--- src/rtl/pcm_sample_pump.sv ---
// PCM sample pump: paces FIFO reads at the audio rate, applies volume/fade gain, and drives the DAC.
// Optional `PCM_PUMP_UNDERRUN_CNT_EN adds a saturating underrun_count output.
module pcm_sample_pump #(
  parameter int TICK_DIV  = 2000,
  parameter int FADE_STEP = 8
) (
  input  logic        clk96m,
  input  logic        rst,
  input  logic        play,
  input  logic [7:0]  volume,
  input  logic        fifo_empty,
  input  logic [15:0] fifo_data,
  output logic        fifo_rd_en,
  output logic [15:0] pcm,
  output logic        sample_strobe,
  output logic        underrun,
  output logic [1:0]  state
`ifdef PCM_PUMP_UNDERRUN_CNT_EN
  ,
  output logic [15:0] underrun_count
`endif
);

  localparam int CW = $clog2(TICK_DIV);

  typedef enum logic [1:0] {S_IDLE = 2'b00, S_PLAY = 2'b01, S_FADE = 2'b10} state_t;

  logic [CW-1:0]      tick_cnt_q, tick_cnt_d;
  state_t             state_q, state_d;
  logic [7:0]         gain_q, gain_d;
  logic [15:0]        sample_q, sample_d;
  logic [3:1]         vld_pipe_q, vld_pipe_d;
  logic [3:1]         fin_pipe_q, fin_pipe_d;
  logic [2:1]         rd_pipe_q, rd_pipe_d;
  logic               underrun_q, underrun_d;
  logic [15:0]        pcm_q, pcm_d;
  logic               strobe_q, strobe_d;
  logic               tick, launch, fin;
  logic signed [24:0] product;
  logic [15:0]        scaled;

  always_comb begin
    tick       = (tick_cnt_q == CW'(TICK_DIV - 1));
    tick_cnt_d = tick ? '0 : tick_cnt_q + CW'(1);
    state_d    = state_q;
    gain_d     = gain_q;
    launch     = 1'b0;
    fin        = 1'b0;
    case (state_q)
      S_IDLE: begin
        if (play) begin
          state_d = S_PLAY;
          gain_d  = volume;
        end
      end
      S_PLAY: begin
        launch = tick;
        if (!play)     state_d = S_FADE;
        else if (tick) gain_d  = volume;
      end
      S_FADE: begin
        // Re-entering PLAY keeps the faded gain; volume is reloaded on the next tick.
        if (play) begin
          state_d = S_PLAY;
          launch  = tick;
        end else if (tick) begin
          if (gain_q == 8'd0) begin
            state_d = S_IDLE;
            fin     = 1'b1;
          end else begin
            launch = 1'b1;
            gain_d = (gain_q >= 8'(FADE_STEP)) ? gain_q - 8'(FADE_STEP) : 8'd0;
          end
        end
      end
      default: state_d = S_IDLE;
    endcase
  end

  // Pipeline: [1] pop/underrun, [2] capture, [3] multiply and pcm update.
  // The final fade tick rides the pipeline only to force midscale onto the DAC.
  always_comb begin
    vld_pipe_d = {vld_pipe_q[2:1], launch | fin};
    fin_pipe_d = {fin_pipe_q[2:1], fin};
    rd_pipe_d  = {rd_pipe_q[1], launch & ~fifo_empty};
    underrun_d = launch & fifo_empty;

    sample_d = sample_q;
    if (rd_pipe_q[2]) sample_d = fifo_data;
    if (fin)          sample_d = '0;

    product  = $signed(sample_q) * $signed({1'b0, gain_q});
    scaled   = 16'(product >>> 8);
    strobe_d = vld_pipe_q[3];
    pcm_d    = pcm_q;
    if (vld_pipe_q[3]) pcm_d = fin_pipe_q[3] ? 16'h8000 : scaled ^ 16'h8000;
  end

  always_ff @(posedge clk96m) begin
    if (rst) begin
      tick_cnt_q <= '0;
      state_q    <= S_IDLE;
      gain_q     <= '0;
      sample_q   <= '0;
      vld_pipe_q <= '0;
      fin_pipe_q <= '0;
      rd_pipe_q  <= '0;
      underrun_q <= 1'b0;
      pcm_q      <= 16'h8000;
      strobe_q   <= 1'b0;
    end else begin
      tick_cnt_q <= tick_cnt_d;
      state_q    <= state_d;
      gain_q     <= gain_d;
      sample_q   <= sample_d;
      vld_pipe_q <= vld_pipe_d;
      fin_pipe_q <= fin_pipe_d;
      rd_pipe_q  <= rd_pipe_d;
      underrun_q <= underrun_d;
      pcm_q      <= pcm_d;
      strobe_q   <= strobe_d;
    end
  end

`ifdef PCM_PUMP_UNDERRUN_CNT_EN
  logic [15:0] und_cnt_q, und_cnt_d;

  always_comb begin
    und_cnt_d = und_cnt_q;
    if (state_q == S_IDLE && state_d == S_PLAY)    und_cnt_d = '0;
    else if (underrun_q && und_cnt_q != 16'hFFFF) und_cnt_d = und_cnt_q + 16'd1;
  end

  always_ff @(posedge clk96m) begin
    if (rst) und_cnt_q <= '0;
    else     und_cnt_q <= und_cnt_d;
  end

  assign underrun_count = und_cnt_q;
`endif

  assign fifo_rd_en    = rd_pipe_q[1];
  assign underrun      = underrun_q;
  assign pcm           = pcm_q;
  assign sample_strobe = strobe_q;
  assign state         = state_q;

endmodule
--- config.mk ---
export PLATFORM = sky130hd
export DESIGN_NAME = pcm_sample_pump
export DESIGN_NICKNAME = d
export VERILOG_FILES = /design/src/rtl/pcm_sample_pump.sv
export SDC_FILE = /design/constraint.sdc
export NUM_CORES = 1
export LEC_CHECK = 0
export ABC_AREA = 1
export CORE_AREA = 10 10 149 151
export DETAILED_ROUTE_END_ITERATION = 10
export DIE_AREA = 0 0 159 161
export GPL_TIMING_DRIVEN = 0
export HOLD_SLACK_MARGIN = 0.1
export RECOVER_POWER = 100
export SETUP_SLACK_MARGIN = 0.1
export SLEW_MARGIN = 5
export SYNTH_ARGS = -nofsm -noshare
export SYNTH_HDL_FRONTEND = slang
export SYNTH_SLANG_ARGS = --single-unit
--- constraint.sdc ---
create_clock -name clk96m -period 5.5 [get_ports clk96m]
set_input_delay 0.55 -clock clk96m [delete_from_list [all_inputs] [get_ports clk96m]]
set_output_delay 0.55 -clock clk96m [all_outputs]
set_load 0.01 [all_outputs]
==> results.json, run 1 <==
{
  "min_period_over_period": 0.9177,
  "numCtsBuffers": 9,
  "synth_area_um2": 7561,
  "pin_count": 49,
  "drv_cap": 0,
  "track_usage": 0.1475,
  "htreeDepth": 3,
  "num_antenna_cells": 0,
  "p_per_area_nw_per_um2": 181.4,
  "max_freq_mhz": 198.1,
  "final_layout_size_suffix_gt1_frac": 0.05920,
  "start_util": 0.3937,
  "start_kind": "flip-flop",
  "synth_enable_flop_cells": 0,
  "crit_slowest_cell": "fa_1",
  "grt_remaining_overflow": 0,
  "synth_top_area_frac": 0.2621,
  "place_area_um2": 8363,
  "drt_iter0_drc": 292,
  "ir_worst_vdd_mv": 0.2273,
  "cts_tree": "done",
  "wl_um": 17650,
  "synth_area_leaders": "fa_1, dfxtp_1, nand2_1",
  "synth_top_area_cell": "fa_1",
  "clk_pin_slew_ns": 0.06,
  "worstSkewPairLatency_ns": 0.35,
  "clk_path_buf_depth": 2,
  "relSlewSlack": 0.6119,
  "first_global_vias": 6487,
  "slew_violations": 0,
  "drc": 0,
  "setup_tns_ns": 0,
  "crit_chain": "clkbuf_1, nand2_1, fa_1, fa_1, inv_1, fa_1, inv_1, fa_1, inv_1, ha_1, nand2_1, nor2_1, nand4_1, nor3b_1, nand2_1, nand3_1, inv_1, nand2_1, nand3_1, nand2_1, nand2_1",
  "crit_type": "reg2reg",
  "rows": 51,
  "yosysWarnings": 0,
  "rsz0062_at_grt": "no",
  "ys_seq_elements": 63,
  "placed_cells": 1351,
  "place_congestion": 0.8661,
  "ctsResizeCount": 0,
  "min_period_ns": 5.047,
  "power_leakage_nw": 4.619,
  "finalHoldViolations": 0,
  "wl_per_cell_um": 12.95,
  "synth_ff_type": "dfxtp_1",
  "crit_required_ns": 5.74,
  "port_buffers": 47,
  "fp.dieH_um": 161,
  "syn-num-nets": 1215,
  "finalNonFillerCells": 1363,
  "die_w_um": 159,
  "ys_types": 44,
  "cpPeakStageDelay_ns": 0.67,
  "worst_pin_slew_ns": 0.5821,
  "first_pass_iters": 5,
  "core_um2": 19210,
  "setup_viol": 0,
  "clock_sinks": 63,
  "cts_setup_buffers": 0,
  "final_util": 0.4471,
  "ant_nets": 0,
  "synth-seq-area-share": 0.1668,
  "grt_antenna_before_repair": 0,
  "arrival_ns": 5.29,
  "synthArstFlopShare": 0,
  "cts_hold_buffers": 0,
  "path_max_fanout": 9,
  "grt_max_degree": 13,
  "endpoint_kind": "flip-flop",
  "area_delta_synth_final_pct": 13.57,
  "dieArea_um2": 25600,
  "avgViaCountPerCell": 4.566,
  "finClkSkew_ns": 0.008824,
  "syn_inst": 1039,
  "nNetsFinal": 1269,
  "dr_total_vias": 6224,
  "detailed_place_hpwl_um": 14720,
  "yosysMostFrequentCell": "nand2_1",
  "grt_first_pass_wirelength_um": 31390,
  "synth_common_cells": "nand2_1, inv_1, fa_1",
  "status": "finished clean",
  "holdCritPathClass": "reg2reg",
  "cp_common_cell": "nand2_1",
  "fin_area_um2": 8587,
  "cts_root_buffer": "clkbuf_16",
  "syn_area_per_cell_um2": 7.277
}
## worst max-delay path, delay by kind of cell, from the launching register on
family | cells | cell delay (ns)
adder cells (fa/ha/maj) | 5 | 2.63
buffers and inverters | 5 | 0.59
flip-flops | 1 | 0.30
AND/OR/NAND/NOR | 11 | 1.41
## cell type report
class / instances / area, um2
inverter: 259 / 972.2
tap: 265 / 331.6
sequential: 63 / 1261
fill: 2034 / 10620
clock inverter: 7 / 71.32
timing repair buffer: 47 / 470.5
buffer: 39 / 205.2
clock buffer: 9 / 225.2
multi-input combinational: 674 / 5050
## worst paths after layout
check	start	endpoint	cells past startpoint	slack (ns)
setup / recovery	sample_q[15]	pcm[15]	21	0.45
hold / removal	vld_pipe_q[1]	vld_pipe_q[2]	2	0.39
setup reg to reg	sample_q[15]	pcm[15]	21	0.45
hold reg to reg	vld_pipe_q[1]	vld_pipe_q[2]	2	0.39
## metrics by stage
stage               hold WS, ns  power, mW  setup WS (ns)
floorplan                0.3883     0.8791          1.000
global placement         0.3908      1.027         0.2520
detailed placement       0.3982      1.030         0.1807
CTS                      0.4013      1.613         0.1660
global route             0.4301      1.670         0.1070
finish                   0.3946      1.558         0.4528
## flip-flops by register name (all words and copies together) (netlist names)
name,cells
underrun,1
sample_q,16
pcm,16
state,2
sample_strobe,1
tick_cnt_q,11
fin_pipe_q,3
rd_pipe_q,2
gain_q,8
vld_pipe_q,3
## cell families after synthesis
| group | Yosys count | synth area share |
|---|---|---|
| AO/OA/AOI/OAI | 102 | 0.07711 |
| XOR/XNOR | 6 | 0.006950 |
| adder cells (fa/ha/maj) | 148 | 0.3432 |
| buffers and inverters | 302 | 0.1584 |
| flip-flops | 63 | 0.1668 |
| AND/OR/NAND/NOR | 418 | 0.2476 |
## placed cells by master (no fill, tap or decap), types with 6 or more instances in the layout
master | synthesis | layout
a21oi_1 | 53 | 55
buf_6 | 6 | 6
clkbuf_1 | 29 | 28
clkbuf_16 | 0 | 9
clkdlybuf4s50_1 | 0 | 26
dfxtp_1 | 63 | 63
dlygate4sd3_1 | 0 | 21
fa_1 | 99 | 99
ha_1 | 49 | 49
inv_1 | 258 | 258
nand2_1 | 268 | 272
nand2_2 | 16 | 12
nand3_1 | 29 | 30
nand3_2 | 8 | 8
nand4_1 | 8 | 8
nor2_1 | 54 | 57
nor3_1 | 8 | 9
o21a_1 | 6 | 6
o21ai_0 | 27 | 27
## report_power, final
group,total [mW],leakage [nW],switching (mW),internal [mW]
combinational,0.485,3.97,0.322,0.162
sequential,0.502,0.510,0.0158,0.486
clock,0.571,0.138,0.221,0.350
total,1.56,4.62,0.559,0.999
## layer usage
metal	vias to the layer above	global-route usage	share of wire
li1	3178	-	-
met1	2919	0.1813	0.46
met2	107	0.2586	0.49
met3	20	0.02262	0.031
met4	0	0.04971	0.019
met5	-	0	0
Power figures use the tool's default switching activity.
==> run 2: changes to the inputs <==
--- a/config.mk
+++ b/config.mk
@@ -9,6 +9,7 @@
 export CORE_AREA = 10 10 149 151
 export DETAILED_ROUTE_END_ITERATION = 10
 export DIE_AREA = 0 0 159 161
+export DONT_BUFFER_PORTS = 1
 export GPL_TIMING_DRIVEN = 0
 export HOLD_SLACK_MARGIN = 0.1
 export RECOVER_POWER = 100
==> constraint.sdc (replaced) <==
create_clock -name clk96m -period 4.55 [get_ports clk96m]
set_input_delay 0.455 -clock clk96m [delete_from_list [all_inputs] [get_ports clk96m]]
set_output_delay 0.455 -clock clk96m [all_outputs]
set_load 0.01 [all_outputs]
==> results.json, run 2 (synthesis results as in run 1) <==
{
  "setup_tns_ns": 0,
  "final_layout_size_suffix_gt1_frac": 0.1889,
  "wl_per_cell_um": 14.26,
  "cts_tree": "done",
  "dp_slack_ns": -0.5134,
  "htreeDepth": 3,
  "start_kind": "flip-flop",
  "numCtsBuffers": 9,
  "highest_layer": "met4",
  "wl_met2_um": 9918,
  "holdCritPathClass": "in2reg",
  "mostFrequentLayoutCell": "nand2_1",
  "fp.dieH_um": 161,
  "finalHoldViolations": 0,
  "ant_nets": 0,
  "min_period_over_period": 0.9625,
  "internal_power_mw": 1.440,
  "switching_share": 0.3310,
  "wl_met3_um": 796,
  "crit_type": "reg2reg",
  "crit_start": "gain_q[2]",
  "area_delta_synth_final_pct": 19.39,
  "rr_startpoint": "gain_q[2]",
  "min_period_ns": 4.379,
  "p_clk_frac": 0.381,
  "first_global_vias": 6393,
  "pwr-share-comb": 0.333,
  "clk_path_buf_depth": 2,
  "start_util": 0.3937,
  "placed_cells": 1304,
  "cts_hold_buffers": 0,
  "avgViaCountPerCell": 4.707,
  "r2r.worst_path.cells": 22,
  "n_fill_cell": 1898,
  "port_buffers": 0,
  "track_usage": 0.1472,
  "drc": 0,
  "first_pass_iters": 5,
  "reg2reg_to": "pcm[15]",
  "max_freq_mhz": 228.4,
  "cpPeakStageDelay_ns": 0.58,
  "wl_um": 19260,
  "ir_worst_vdd_mv": 0.3963,
  "slew_violations": 0,
  "die_w_um": 159,
  "crit_chain": "buf_6, clkbuf_16, nand2_4, fa_2, fa_1, inv_2, fa_1, inv_2, fa_1, inv_2, ha_4, inv_1, o21ai_0, a21oi_1, nor2_1, nor3_2, nand3_2, inv_1, nand2_1, nand3_2, nand2_2, nand2_1",
  "wl_met1_um": 8230,
  "layout_common_cells": "nand2_1, inv_1, fa_1, dfxtp_1, nor2_1",
  "drv_cap": 0,
  "crit_required_ns": 4.79,
  "setup_ws_ns": 0.1708,
  "worst_pin_slew_ns": 0.5624,
  "finalNonFillerCells": 1350,
  "core_um2": 19210,
  "grt_antenna_before_repair": 0,
  "power_frac_seq": 0.286,
  "crit_slowest_cell": "fa_1",
  "worstSetupEndpoint": "pcm[15]",
  "setup_viol": 0,
  "r2r_setup_slack_ns": 0.17,
  "clock_sinks": 63,
  "drt_iter0_drc": 313,
  "dieArea_um2": 25600,
  "relSlewSlack": 0.6216,
  "status": "finished clean",
  "grt_remaining_overflow": 0,
  "path_max_fanout": 5,
  "endpoint_kind": "flip-flop",
  "grt_first_pass_wirelength_um": 31000,
  "num_antenna_cells": 0,
  "dr_total_vias": 6355,
  "nNetsFinal": 1256,
  "arrival_ns": 4.62,
  "power_mw": 2.152,
  "rows": 51,
  "whs_path_depth": 1,
  "clk_pin_slew_ns": 0.06,
  "rsz0062_at_grt": "yes",
  "worstSkewPairLatency_ns": 0.35,
  "power_leakage_nw": 4.768,
  "p_per_area_nw_per_um2": 238.4,
  "p_switching_mw": 0.7125,
  "grt_max_degree": 12,
  "finClkSkew_ns": 0.008756,
  "cts_root_buffer": "clkbuf_16",
  "detailed_place_hpwl_um": 14570,
  "place_congestion": 0.8808,
  "pin_count": 49
}
## run 2: cell types whose count changed in the layout (fill, tap and decap cells not counted), sizes merged
| cell | previous run | this run |
|---|---|---|
| clkinv | 3 | 2 |
| buf | 10 | 54 |
| clkdlybuf4s50 | 26 | 0 |
| clkbuf | 38 | 30 |
| bufinv | 1 | 3 |
| dlygate4sd3 | 21 | 0 |
| clkinvlp | 3 | 0 |
## run 2: worst min path at each step
stage,start,to,slack [ns]
floorplan,fin_pipe_q[1],fin_pipe_q[2],0.39
global placement,vld_pipe_q[2],vld_pipe_q[3],0.39
detailed placement,vld_pipe_q[2],vld_pipe_q[3],0.39
CTS,fifo_empty,rd_pipe_q[1],0.16
global route,fifo_empty,rd_pipe_q[1],0.16
finish,fifo_empty,rd_pipe_q[1],0.17
## run 2: layer usage
metal / global-route usage / up-vias
met5: 0 / -
met3: 0.02796 / 21
met1: 0.1742 / 3056
met2: 0.2643 / 127
li1: - / 3151
met4: 0.04465 / 0
## run 2: power groups by stage
| stage | combinational, mW | clock [mW] | sequential (mW) |
|---|---|---|---|
| after detailed placement | 0.581 | 0 | 0.625 |
| final | 0.718 | 0.819 | 0.616 |
| after global routing | 0.789 | 0.860 | 0.619 |
| after global placement | 0.580 | 0 | 0.624 |
| after floorplan | 0.443 | 0 | 0.621 |
| after CTS | 0.675 | 0.838 | 0.614 |
## run 2: final cells by class
type | count | area [um2] | area share
Tap cell | 265 | 331.6 | 0.03673
Clock inverter | 5 | 103.9 | 0.01150
Multi-Input combinational cell | 674 | 5459 | 0.6047
Timing Repair Buffer | 38 | 321.6 | 0.03562
Clock buffer | 11 | 242.7 | 0.02689
Buffer | 35 | 322.8 | 0.03576
Sequential cell | 63 | 1274 | 0.1411
Inverter | 259 | 972.2 | 0.1077
## run 2: per-stage QoR
step | hold slack (ns) | instance area, um2 | util
global placement | 0.3915 | 7894 | 0.4110
CTS | 0.1623 | 8571 | 0.4462
finish | 0.1728 | 9027 | 0.4700
global route | 0.1613 | 9027 | 0.4700
floorplan | 0.3883 | 7562 | -
detailed placement | 0.3924 | 7894 | 0.4110
## run 2: timing repair
item	4_1_cts	5_1_grt
setup endpoints to repair	16	13
pin swaps	4	63
setup buffers	11	23
cloned	0	4
resized for setup	58	102
## run 2: critical path: cells and delay by family (launching register included)
kind	cells	cell delay (ns)
fa+ha+maj	5	2.40
flops	1	0.34
compound gates	2	0.42
buf+inv	7	0.51
simple gates	8	0.57
